==> config.mk <==
export PLATFORM = sky130hd
export DESIGN_NAME = kt8_run_ctrl
export DESIGN_NICKNAME = d
export VERILOG_FILES = /design/src/rtl/kt8_run_ctrl_pkg.sv /design/src/rtl/kt8_run_ctrl_halt_detect.sv /design/src/rtl/kt8_run_ctrl.sv
export SDC_FILE = /design/constraint.sdc
export NUM_CORES = 1
export LEC_CHECK = 0
export BUFFER_PORTS_ARGS = -buffer_cell sky130_fd_sc_hd__buf_2
export CAP_MARGIN = 20
export CELL_PAD_IN_SITES_DETAIL_PLACEMENT = 1
export CELL_PAD_IN_SITES_GLOBAL_PLACEMENT = 1
export CORE_MARGIN = 2
export CORE_UTILIZATION = 45
export DETAILED_ROUTE_END_ITERATION = 16
export PLACE_DENSITY_LB_ADDON = 0.15
export SLEW_MARGIN = 10
export SYNTH_ARGS = -nofsm -noshare
export SYNTH_HDL_FRONTEND = slang
export SYNTH_SLANG_ARGS = --single-unit
==> constraint.sdc <==
create_clock -name clk_i -period 4.72 [get_ports clk_i]
set_input_delay 0 -clock clk_i [delete_from_list [all_inputs] [get_ports clk_i]]
set_output_delay 0 -clock clk_i [all_outputs]
set_load 0.02 [all_outputs]
==> src/rtl/kt8_run_ctrl_pkg.sv <==
// Shared types and constants for the KT8 boot/run sequencer.
package kt8_run_ctrl_pkg;

  localparam int unsigned PM_AW = 8;
  localparam int unsigned PM_DW = 8;
  localparam int unsigned LCW   = 9;   // load count covers 0..256
  localparam int unsigned CCW   = 16;  // RUN cycle counter width
  localparam int unsigned RCW   = 16;  // core-reset cycle counter width

  localparam int unsigned DEF_RST_CYCLES  = 2;
  localparam int unsigned DEF_HALT_CYCLES = 2;
  localparam int unsigned DEF_TIMEOUT     = 65535;

  typedef enum logic [2:0] {
    ST_IDLE      = 3'd0,
    ST_LOAD      = 3'd1,
    ST_RESET_CPU = 3'd2,
    ST_RUN       = 3'd3,
    ST_HALT      = 3'd4
  } state_e;

  typedef struct packed {
    logic             we;
    logic [PM_AW-1:0] addr;
    logic [PM_DW-1:0] data;
  } pm_wr_t;

endpackage

==> src/rtl/kt8_run_ctrl_halt_detect.sv <==
// Watches the core PC during RUN: jump-to-self detection, RUN cycle count and timeout compare.
module kt8_run_ctrl_halt_detect
  import kt8_run_ctrl_pkg::*;
#(
  parameter int unsigned HALT_CYCLES = DEF_HALT_CYCLES,
  parameter int unsigned TIMEOUT     = DEF_TIMEOUT
) (
  input  logic             clk_i,
  input  logic             rst_i,
  input  logic             clr_i,
  input  logic             en_i,
  input  logic [PM_AW-1:0] pc_i,
  output logic             halt_hit_o,
  output logic             timeout_hit_o,
  output logic [CCW-1:0]   cycle_count_o
);

  localparam int unsigned SCW = 16;

  logic [PM_AW-1:0] prev_pc_q, prev_pc_d;
  logic             prev_vld_q, prev_vld_d;
  logic [SCW-1:0]   same_cnt_q, same_cnt_d;
  logic [CCW-1:0]   cyc_q, cyc_d;
  logic             pc_same;
  logic [SCW-1:0]   same_nxt;

  assign cycle_count_o = cyc_q;

  // The hit outputs are combinational so the FSM leaves RUN in the cycle the condition forms.
  always_comb begin
    prev_pc_d     = prev_pc_q;
    prev_vld_d    = prev_vld_q;
    same_cnt_d    = same_cnt_q;
    cyc_d         = cyc_q;
    same_nxt      = same_cnt_q + SCW'(1);
    pc_same       = prev_vld_q && (pc_i == prev_pc_q);
    halt_hit_o    = en_i && pc_same && (same_nxt == SCW'(HALT_CYCLES));
    timeout_hit_o = en_i && (TIMEOUT != 0) && (cyc_q == CCW'(TIMEOUT - 1));
    if (clr_i) begin
      prev_pc_d  = '0;
      prev_vld_d = 1'b0;
      same_cnt_d = '0;
      cyc_d      = '0;
    end else if (en_i) begin
      prev_pc_d  = pc_i;
      prev_vld_d = 1'b1;
      same_cnt_d = pc_same ? same_nxt : '0;
      // Count freezes on the cycle RUN ends so it reports completed cycles.
      if (!halt_hit_o && !timeout_hit_o && (cyc_q != {CCW{1'b1}})) begin
        cyc_d = cyc_q + CCW'(1);
      end
    end
  end

  always_ff @(posedge clk_i) begin
    if (rst_i) begin
      prev_pc_q  <= '0;
      prev_vld_q <= 1'b0;
      same_cnt_q <= '0;
      cyc_q      <= '0;
    end else begin
      prev_pc_q  <= prev_pc_d;
      prev_vld_q <= prev_vld_d;
      same_cnt_q <= same_cnt_d;
      cyc_q      <= cyc_d;
    end
  end

endmodule

==> src/rtl/kt8_run_ctrl.sv <==
// KT8 boot/run sequencer: streams a program into PM, then resets, releases and monitors the core.
module kt8_run_ctrl
  import kt8_run_ctrl_pkg::*;
#(
  parameter int unsigned RST_CYCLES  = DEF_RST_CYCLES,
  parameter int unsigned HALT_CYCLES = DEF_HALT_CYCLES,
  parameter int unsigned TIMEOUT     = DEF_TIMEOUT
) (
  input  logic             clk_i,
  input  logic             rst_i,
  input  logic             ld_start_i,
  input  logic             ld_valid_i,
  input  logic [PM_DW-1:0] ld_data_i,
  input  logic             ld_last_i,
  output logic             ld_ready_o,
  input  logic             run_i,
  input  logic             abort_i,
  input  logic [PM_AW-1:0] pc_i,
  output logic             pm_we_o,
  output logic [PM_AW-1:0] pm_addr_o,
  output logic [PM_DW-1:0] pm_data_o,
  output logic             cpu_rst_o,
  output logic [2:0]       state_o,
  output logic             halted_o,
  output logic             timeout_o,
  output logic [LCW-1:0]   load_count_o,
  output logic [CCW-1:0]   cycle_count_o
);

  state_e           state_q, state_d;
  pm_wr_t           pm_q, pm_d;
  logic [PM_AW-1:0] addr_q, addr_d;
  logic [LCW-1:0]   load_cnt_q, load_cnt_d;
  logic [RCW-1:0]   rst_cnt_q, rst_cnt_d;
  logic             ld_ready_q, ld_ready_d;
  logic             cpu_rst_q, cpu_rst_d;
  logic             halted_q, halted_d;
  logic             timeout_q, timeout_d;
  logic             xfer;
  logic             hd_clr, hd_en, halt_hit, timeout_hit;

  assign hd_clr = (state_q == ST_RESET_CPU);
  assign hd_en  = (state_q == ST_RUN) && !abort_i;

  kt8_run_ctrl_halt_detect #(
    .HALT_CYCLES (HALT_CYCLES),
    .TIMEOUT     (TIMEOUT)
  ) u_halt_detect (
    .clk_i         (clk_i),
    .rst_i         (rst_i),
    .clr_i         (hd_clr),
    .en_i          (hd_en),
    .pc_i          (pc_i),
    .halt_hit_o    (halt_hit),
    .timeout_hit_o (timeout_hit),
    .cycle_count_o (cycle_count_o)
  );

  assign ld_ready_o   = ld_ready_q;
  assign pm_we_o      = pm_q.we;
  assign pm_addr_o    = pm_q.addr;
  assign pm_data_o    = pm_q.data;
  assign cpu_rst_o    = cpu_rst_q;
  assign state_o      = 3'(state_q);
  assign halted_o     = halted_q;
  assign timeout_o    = timeout_q;
  assign load_count_o = load_cnt_q;

  // Next-state and registered-output logic.
  always_comb begin
    state_d    = state_q;
    pm_d       = pm_q;
    pm_d.we    = 1'b0;
    addr_d     = addr_q;
    load_cnt_d = load_cnt_q;
    rst_cnt_d  = rst_cnt_q;
    ld_ready_d = ld_ready_q;
    cpu_rst_d  = cpu_rst_q;
    halted_d   = halted_q;
    timeout_d  = timeout_q;
    xfer       = ld_valid_i && ld_ready_q;
    case (state_q)
      ST_IDLE, ST_HALT: begin
        cpu_rst_d  = 1'b1;
        ld_ready_d = 1'b0;
        if (ld_start_i) begin
          state_d    = ST_LOAD;
          ld_ready_d = 1'b1;
          addr_d     = '0;
          load_cnt_d = '0;
          halted_d   = 1'b0;
          timeout_d  = 1'b0;
        end else if (run_i) begin
          state_d   = ST_RESET_CPU;
          rst_cnt_d = '0;
          halted_d  = 1'b0;
          timeout_d = 1'b0;
        end
      end
      ST_LOAD: begin
        if (abort_i) begin
          state_d    = ST_IDLE;
          ld_ready_d = 1'b0;
        end else if (xfer) begin
          pm_d.we    = 1'b1;
          pm_d.addr  = addr_q;
          pm_d.data  = ld_data_i;
          load_cnt_d = load_cnt_q + LCW'(1);
          // The 256th byte ends the load even without ld_last_i; addr never wraps.
          if (ld_last_i || (addr_q == {PM_AW{1'b1}})) begin
            state_d    = ST_IDLE;
            ld_ready_d = 1'b0;
          end else begin
            addr_d = addr_q + PM_AW'(1);
          end
        end
      end
      ST_RESET_CPU: begin
        cpu_rst_d = 1'b1;
        if (rst_cnt_q == RCW'(RST_CYCLES - 1)) begin
          state_d   = ST_RUN;
          cpu_rst_d = 1'b0;
        end else begin
          rst_cnt_d = rst_cnt_q + RCW'(1);
        end
      end
      ST_RUN: begin
        cpu_rst_d = 1'b0;
        if (abort_i) begin
          state_d   = ST_HALT;
          cpu_rst_d = 1'b1;
        end else if (halt_hit || timeout_hit) begin
          state_d   = ST_HALT;
          cpu_rst_d = 1'b1;
          halted_d  = halt_hit;
          timeout_d = timeout_hit;
        end
      end
      default: begin
        state_d    = ST_IDLE;
        cpu_rst_d  = 1'b1;
        ld_ready_d = 1'b0;
      end
    endcase
  end

  always_ff @(posedge clk_i) begin
    if (rst_i) begin
      state_q    <= ST_IDLE;
      pm_q       <= '0;
      addr_q     <= '0;
      load_cnt_q <= '0;
      rst_cnt_q  <= '0;
      ld_ready_q <= 1'b0;
      cpu_rst_q  <= 1'b1;
      halted_q   <= 1'b0;
      timeout_q  <= 1'b0;
    end else begin
      state_q    <= state_d;
      pm_q       <= pm_d;
      addr_q     <= addr_d;
      load_cnt_q <= load_cnt_d;
      rst_cnt_q  <= rst_cnt_d;
      ld_ready_q <= ld_ready_d;
      cpu_rst_q  <= cpu_rst_d;
      halted_q   <= halted_d;
      timeout_q  <= timeout_d;
    end
  end

endmodule

==> metrics, run 1 <==
core area between 10000 and 15000 um^2; pre-CTS WS 1.77 ns; R2R Path End state_o[1]; Worst Setup End Kind flip-flop; Post CTS Setup Buffer Count 0; Tot GR Track Use between 20% and 30%; Yosys reg bits 98; vias per inst approximately 5.7; Final period util between 60% and 70%; Layout Skew 0.0111 ns; Max Slew Vio Count 0; TritonCTS clock tree yes; Slew headroom 45.2%; Die Ht 108 um; I/O Buffers between 70 and 80; arrival time worst endpoint 3.28 ns; min Tclk post-route 3.00 ns; Max Cap Viol 0; Static Leak 2.08 nW; Ports 72; Post-synth EDFFs 0; Seq/Total Area, Yosys 40.3%; post-route setup slack 1.72 ns; Placed Area 5270 um^2; Non-Filler Instances 814; DIE WIDTH approximately 110 um; DIE AREA 11700 um^2; layout cells sized above 1 14.7%; FF-to-FF Start state_o[1]; cell taking the most area after synthesis dfxtp_1; vias in the first global route 4698; H-tree levels 3; CTS Buf Count 9; CTS root buf clkbuf_8; Hold Crit Endpoint ld_ready_o; warnings from Yosys 0; Area growth syn-to-layout 15.4%; R2R depth 8; Final Wtd Congestion 0.811; routed len/inst 16.8 um; async set-reset flop share out of synthesis 0%; final total power between 1.5 and 2 mW; global-route wire length before repair 22300 um; worst hold start ld_start_i; Crit Path Category reg2reg; DRT Pass-1 Iters 4; DP HPWL ~9500 um; Remaining DRCs 0; ant diodes 0; Mapped Nets 637; status finished clean; Worst EP required 5.00 ns; top_reg_cell synth dfxtp_1; initial antenna violation count 0; Yosys cell types 59; worst slew pin tran between 0.8 and 0.9 ns; CTS hold repair buffers 16; leading cell type in the layout, fill and taps excluded dfxtp_1; Starting DRT DRC Count 212; area share of the largest cell type after synthesis 40.3%; peak supply drop approximately 0.00021 V; worst hold path depth 3; fmax roughly 330 MHz; worst reg-to-reg setup slack approximately 1.7 ns; Synth Cell Area 4870 um^2; Clock Sinks between 90 and 100; Core Rows 37; total gr overflow 0; Synth area leaders dfxtp_1 (40%), a21oi_1 (6.7%), nand2_1 (6.2%), nor2_1 (4.5%), xnor2_1 (3.1%); endpoints failing hold 0; Hold Path Class in2reg; vias between 4000 and 5000; Post-Route WL between 10000 and 15000 um; mean post-synth cell area 8.03 um^2; Crit Path Max Fanout 25; most frequent cells in the layout dfxtp_1 (98), nand2_1 (80), buf_2 (71), a21oi_1 (65), nor2_1 (59); Initial Utilization a little under half; fin area between 5000 and 6000 um^2; Routed Antenna Nets 0; PwrDens around 270 nW/um^2; RSZ-0062 raised after global routing no; largest net degree at the start of global routing 34; DP Cell Count 781; Total Negative Setup Slacks 0 ns; post-CTS resize count 0; clock buffer depth 2; Worst Setup Start Kind flip-flop; Post-Syn Instances 606; worst skew pair latency 0.39 ns; Reg clk slew, reported paths 0.10 ns; # nets final 704; Final setup viols 0
## logic make-up after synthesis
kind of cell	share of synthesized area, %
XOR/XNOR	6.12
buffers and inverters	3.57
AND/OR/NAND/NOR	29.4
flip-flops	40.3
AO/OA/AOI/OAI	18.0
multiplexers	0.617
adder cells (fa/ha/maj)	2.06
## layer usage
layer	global-route usage, %	routed length (um)	up-vias
met3	7.05	533	25
met2	41.5	6800	76
met5	0	0	-
met4	7.97	265	0
met1	28.2	6100	2264
li1	-	-	2305
## flip-flops by register name, indices dropped and copies added, names as in the netlist
| signal | count |
|---|---|
| pm_addr_o | 8 |
| ld_ready_o | 1 |
| halted_o | 1 |
| rst_cnt_q | 16 |
| timeout_o | 1 |
| pm_data_o | 8 |
| state_o | 3 |
| pm_we_o | 1 |
| u_halt_detect.same_cnt_q | 16 |
| cpu_rst_o | 1 |
| u_halt_detect.cycle_count_o | 16 |
| u_halt_detect.prev_pc_q | 8 |
| u_halt_detect.prev_vld_q | 1 |
| load_count_o | 9 |
| addr_q | 8 |
## per-stage QoR
step	utilization, %	hold WS, ns
2_1_floorplan	-	0.136
3_3_place_gp	50.5	0.241
3_5_place_dp	50.5	0.253
4_1_cts	53.8	0.00165
5_1_grt	54.0	0.0313
6_report	54.0	0.0112
## worst max path at each step
stage,startpoint,slack (ns),endpoint,cells past startpoint
detailed placement,state_o[1],1.77,state_o[1],8
finish,state_o[1],1.72,state_o[1],8
CTS,state_o[1],1.74,state_o[1],8
global placement,state_o[1],1.91,state_o[1],8
global route,u_halt_detect.same_cnt_q[0],1.49,u_halt_detect.cycle_count_o[5],8
floorplan,state_o[1],2.15,state_o[1],11
## power by group
| part | internal (mW) | switching [mW] |
|---|---|---|
| Combinational | 0.0631 | 0.115 |
| Sequential | 0.837 | 0.0157 |
| Clock | 0.210 | 0.303 |
| Total | 1.11 | 0.434 |
## cells in the mapped netlist (3+ instances only)
cell type	number
nand2_1	80
clkbuf_1	23
or4_1	12
a211oi_1	4
nand4_1	19
xor2_1	17
nand2b_1	8
a31oi_1	7
nor4_1	4
or3_1	16
mux2i_1	3
xnor2_1	17
o21ai_0	27
nor2b_1	8
and4_1	6
buf_2	9
a21oi_1	65
and2_1	7
nand3_1	23
dfxtp_1	98
and3_1	10
inv_1	6
ha_1	8
nor3_1	16
a41o_1	4
nand3b_1	4
o31ai_1	6
nor2_1	59
a21o_1	3
## worst max-delay path, stage by stage, from the launching register on
cell and delay [ns]:
dfxtp_1 0.50, and4bb_1 0.24, buf_4 0.28, nand3_1 0.13
or3_1 0.55, a2111oi_4 0.43, and2_0 0.39, nor2_1 0.08
o311a_1 0.29
## layout make-up
class                           instances  area (um^2)
Timing Repair Buffer                   91          553
Tap cell                              136          170
Inverter                                6         22.5
Clock buffer                           11          141
Fill cell                            1283         4800
Multi-Input combinational cell        467         2730
Clock inverter                          5         38.8
Sequential cell                        98         1960
No activity file was read; power rests on OpenSTA's default activity.
==> run 2: changes to the inputs <==
ABC_AREA = 1   (was unset)
CORE_UTILIZATION = 37   (was 45)
clock period = 2.6 ns   (was 4.72 ns; I/O delays follow)
==> run 2 against run 1 <==
  * Count of clock-buffer cells in the layout down 2
  * Fmax up 32%
  * Setup slack worse by 1.4 ns
  * Clock power rose to 2.8 times the previous value
  * Worst hold slack worse by 0.0070 ns
  * Cell count up 28%
  * Via count up 9.5%
  * Highest routed layer unchanged
  * Clock skew down 0.0041 ns
  * Non-clock buffer count up 2
  * Sequential power up 98%
  * Synthesized area up 7.2%
==> metrics, run 2 <==
Layout Skew 0.00692 ns (was 0.0111 ns); Worst Setup Start Kind flip-flop (unchanged); TritonCTS clock tree yes (unchanged); Synth area leaders dfxtp_1 (38%), nand2_1 (13%), nor2_1 (7.3%), inv_1 (6.4%), a21oi_1 (5.5%) (was dfxtp_1 (40%), a21oi_1 (6.7%), nand2_1 (6.2%), nor2_1 (4.5%), xnor2_1 (3.1%)); PwrDens 682 nW/um^2 (was 275 nW/um^2); Crit Path Category reg2reg (unchanged); initial antenna violation count 0 (unchanged); min Tclk post-route 2.28 ns (was 3.00 ns); leading cell type in the layout, fill and taps excluded nand2_1 (was dfxtp_1); Post-Synth Simple-Gate Area 36.4% (was 29.4%); Yosys reg bits 98 (unchanged); Non-Filler Instances 1039 (was 814); DIE WIDTH 123 um (was 108 um); post-CTS resize count 0 (unchanged); ant diodes 0 (unchanged); Remaining DRCs 0 (unchanged); vias per inst 4.92 (was 5.74); Hold Worst Slack 0.00418 ns (was 0.0112 ns); endpoints failing hold 0 (unchanged); DIE AREA 15100 um^2 (was 11700 um^2); RSZ-0062 raised after global routing no (unchanged); peak supply drop 0.000464 V (was 0.000211 V); Worst Setup End Kind flip-flop (unchanged); worst slew pin tran 0.488 ns (was 0.821 ns); vias 5115 (was 4670); status finished clean (unchanged); Post-synth EDFFs 0 (unchanged); Total Negative Setup Slacks 0 ns (unchanged); Area growth syn-to-layout 19.4% (was 15.4%); global-route wire length before repair 24800 um (was 22300 um); fin util 45.1% (was 54.0%); Clock Sinks 98 (unchanged); Post-Synth Adder-Cell Area 1.92% (was 2.06%); Static Leak 2.61 nW (was 2.08 nW); Synth Cell Area 5220 um^2 (was 4870 um^2); vias in the first global route 5283 (was 4698); arrival time worst endpoint 2.52 ns (was 3.28 ns); Slew headroom 67.4% (was 45.2%); async set-reset flop share out of synthesis 0% (unchanged); Reg clk slew, reported paths 0.07 ns (was 0.10 ns); Final setup viols 0 (unchanged); CTS root buf clkbuf_16 (was clkbuf_8); Crit Path Max Fanout 5 (was 25); Die Ht 123 um (was 108 um); routed len/inst 14.1 um (was 16.8 um); Max Slew Vio Count 0 (unchanged); Mapped Nets 795 (was 637); core area 13800 um^2 (was 10400 um^2); mux cell area share after synthesis 0% (was 0.617%); Post CTS Setup Buffer Count 0 (unchanged); Tot GR Track Use 20.5% (was 23.9%); largest family of logic cells by synthesized area simple AND/OR/NAND/NOR gates (unchanged); largest net degree at the start of global routing 26 (was 34); warnings from Yosys 0 (unchanged); Core Rows 43 (was 37); Routed Antenna Nets 0 (unchanged); area share of the largest cell type after synthesis 37.6% (was 40.3%); Compound-Gate Fraction of Synth Area 12.0% (was 18.0%); most frequent cells in the layout nand2_1 (182), nor2_1 (101), dfxtp_1 (98), inv_1 (89), buf_2 (71) (was dfxtp_1 (98), nand2_1 (80), buf_2 (71), a21oi_1 (65), nor2_1 (59)); Yosys cell types 39 (was 59); DRT Pass-1 Iters 4 (unchanged); H-tree levels 3 (unchanged); Final period util 87.7% (was 63.5%); Max Cap Viol 0 (unchanged); # nets final 885 (was 704); DP Cell Count 1008 (was 781); layout cells sized above 1 17.3% (was 14.7%); Hold Path Class in2reg (unchanged); Worst EP required 2.84 ns (was 5.00 ns); Commonest cells post-synth nand2_1 (182), nor2_1 (101), dfxtp_1 (98) (was dfxtp_1 (98), nand2_1 (80), a21oi_1 (65)); Seq/Total Area, Yosys 37.6% (was 40.3%); Final Wtd Congestion 0.853 (was 0.811); CTS Buf Count 9 (unchanged); Initial Utilization 37.8% (was 46.7%); cell taking the most area after synthesis dfxtp_1 (unchanged); I/O Buffers 71 (unchanged); clock buffer depth 2 (unchanged); mean post-synth cell area 6.83 um^2 (was 8.03 um^2); Post-Synth XOR/XNOR Area 3.86% (was 6.12%); top_reg_cell synth dfxtp_1 (unchanged); DP HPWL 10800 um (was 9490 um); Starting DRT DRC Count 242 (was 212); worst skew pair latency 0.36 ns (was 0.39 ns); total gr overflow 0 (unchanged); Ports 72 (unchanged); Post-Route WL 14700 um (was 13700 um); most frequent cell after synthesis nand2_1 (was dfxtp_1); final total power 4.26 mW (was 1.54 mW); Post-Syn Instances 764 (was 606); fmax 439 MHz (was 334 MHz)
-- run 2: cell count changes after synthesis, sizes merged, moves of 12 or more --
cell    delta
nor2      +57
nor3      +12
or4       -12
nand2    +116
inv       +87
o21ai     +14
nand3     +23
or3       -16
clkbuf    -16
-- run 2: worst max-delay path, cell delays in order (launching register included) --
cell and delay, ns:
dfxtp_1 0.43, nand2_1 0.13, nor2_2 0.13, nand2_1 0.16
nor2_1 0.15, nand3_1 0.19, nor3_2 0.23, nand3_4 0.17
nand3_4 0.13, nand2_1 0.12, o21ai_0 0.23, nor2_1 0.08
-- run 2: timing repair --
action,4_1_cts,5_1_grt
setup endpoints to repair,0,0
hold buffers,15,0
endpoints found under the hold margin,15,0
-- run 2: power by group --
group | switching (mW) | internal, mW | leakage [nW]
Clock | 0.656 | 0.766 | 0.150
Combinational | 0.803 | 0.341 | 1.67
Sequential | 0.0899 | 1.60 | 0.791
-- run 2: layer usage --
layer / global-route usage [%] / vias to the layer above / wire length, um
li1: - / 2632 / -
met1: 25.0 / 2405 / 6710
met2: 35.4 / 64 / 7220
met3: 5.72 / 14 / 524
met4: 5.60 / 0 / 200
met5: 0 / - / 0
-- run 2: cell type report --
cell class | count | area [um^2]
Clock buffer | 9 | 225
Sequential cell | 98 | 1960
Inverter | 95 | 357
Tap cell | 180 | 225
Multi-Input combinational cell | 557 | 2830
Clock inverter | 7 | 82.6
Timing Repair Buffer | 93 | 558
Fill cell | 1813 | 7590
-- run 2: worst paths after layout --
kind	end	slack, ns	start	cells after the start
setup / recovery	state_o[0]	0.32	state_o[1]	11
setup reg to reg	state_o[0]	0.32	state_o[1]	11
hold / removal	u_halt_detect.prev_pc_q[2]	0.004	pc_i[2]	3
hold reg to reg	addr_q[7]	0.47	addr_q[7]	2
-- run 2: cell families after synthesis --
group	after synthesis
DFF	98
AOI/OAI and AO/OA	114
buffers and inverters	109
adders and majority gates	8
xor gates and xnor gates	23
and+or+nand+nor	412
-- run 2: per-stage QoR --
stage                     setup slack, ns  area (um^2)
after floorplan                     0.692         5220
after global placement              0.413         5780
after detailed placement            0.316         5780
after CTS                           0.292         6230
after global routing               0.0613         6230
final                               0.321         6230
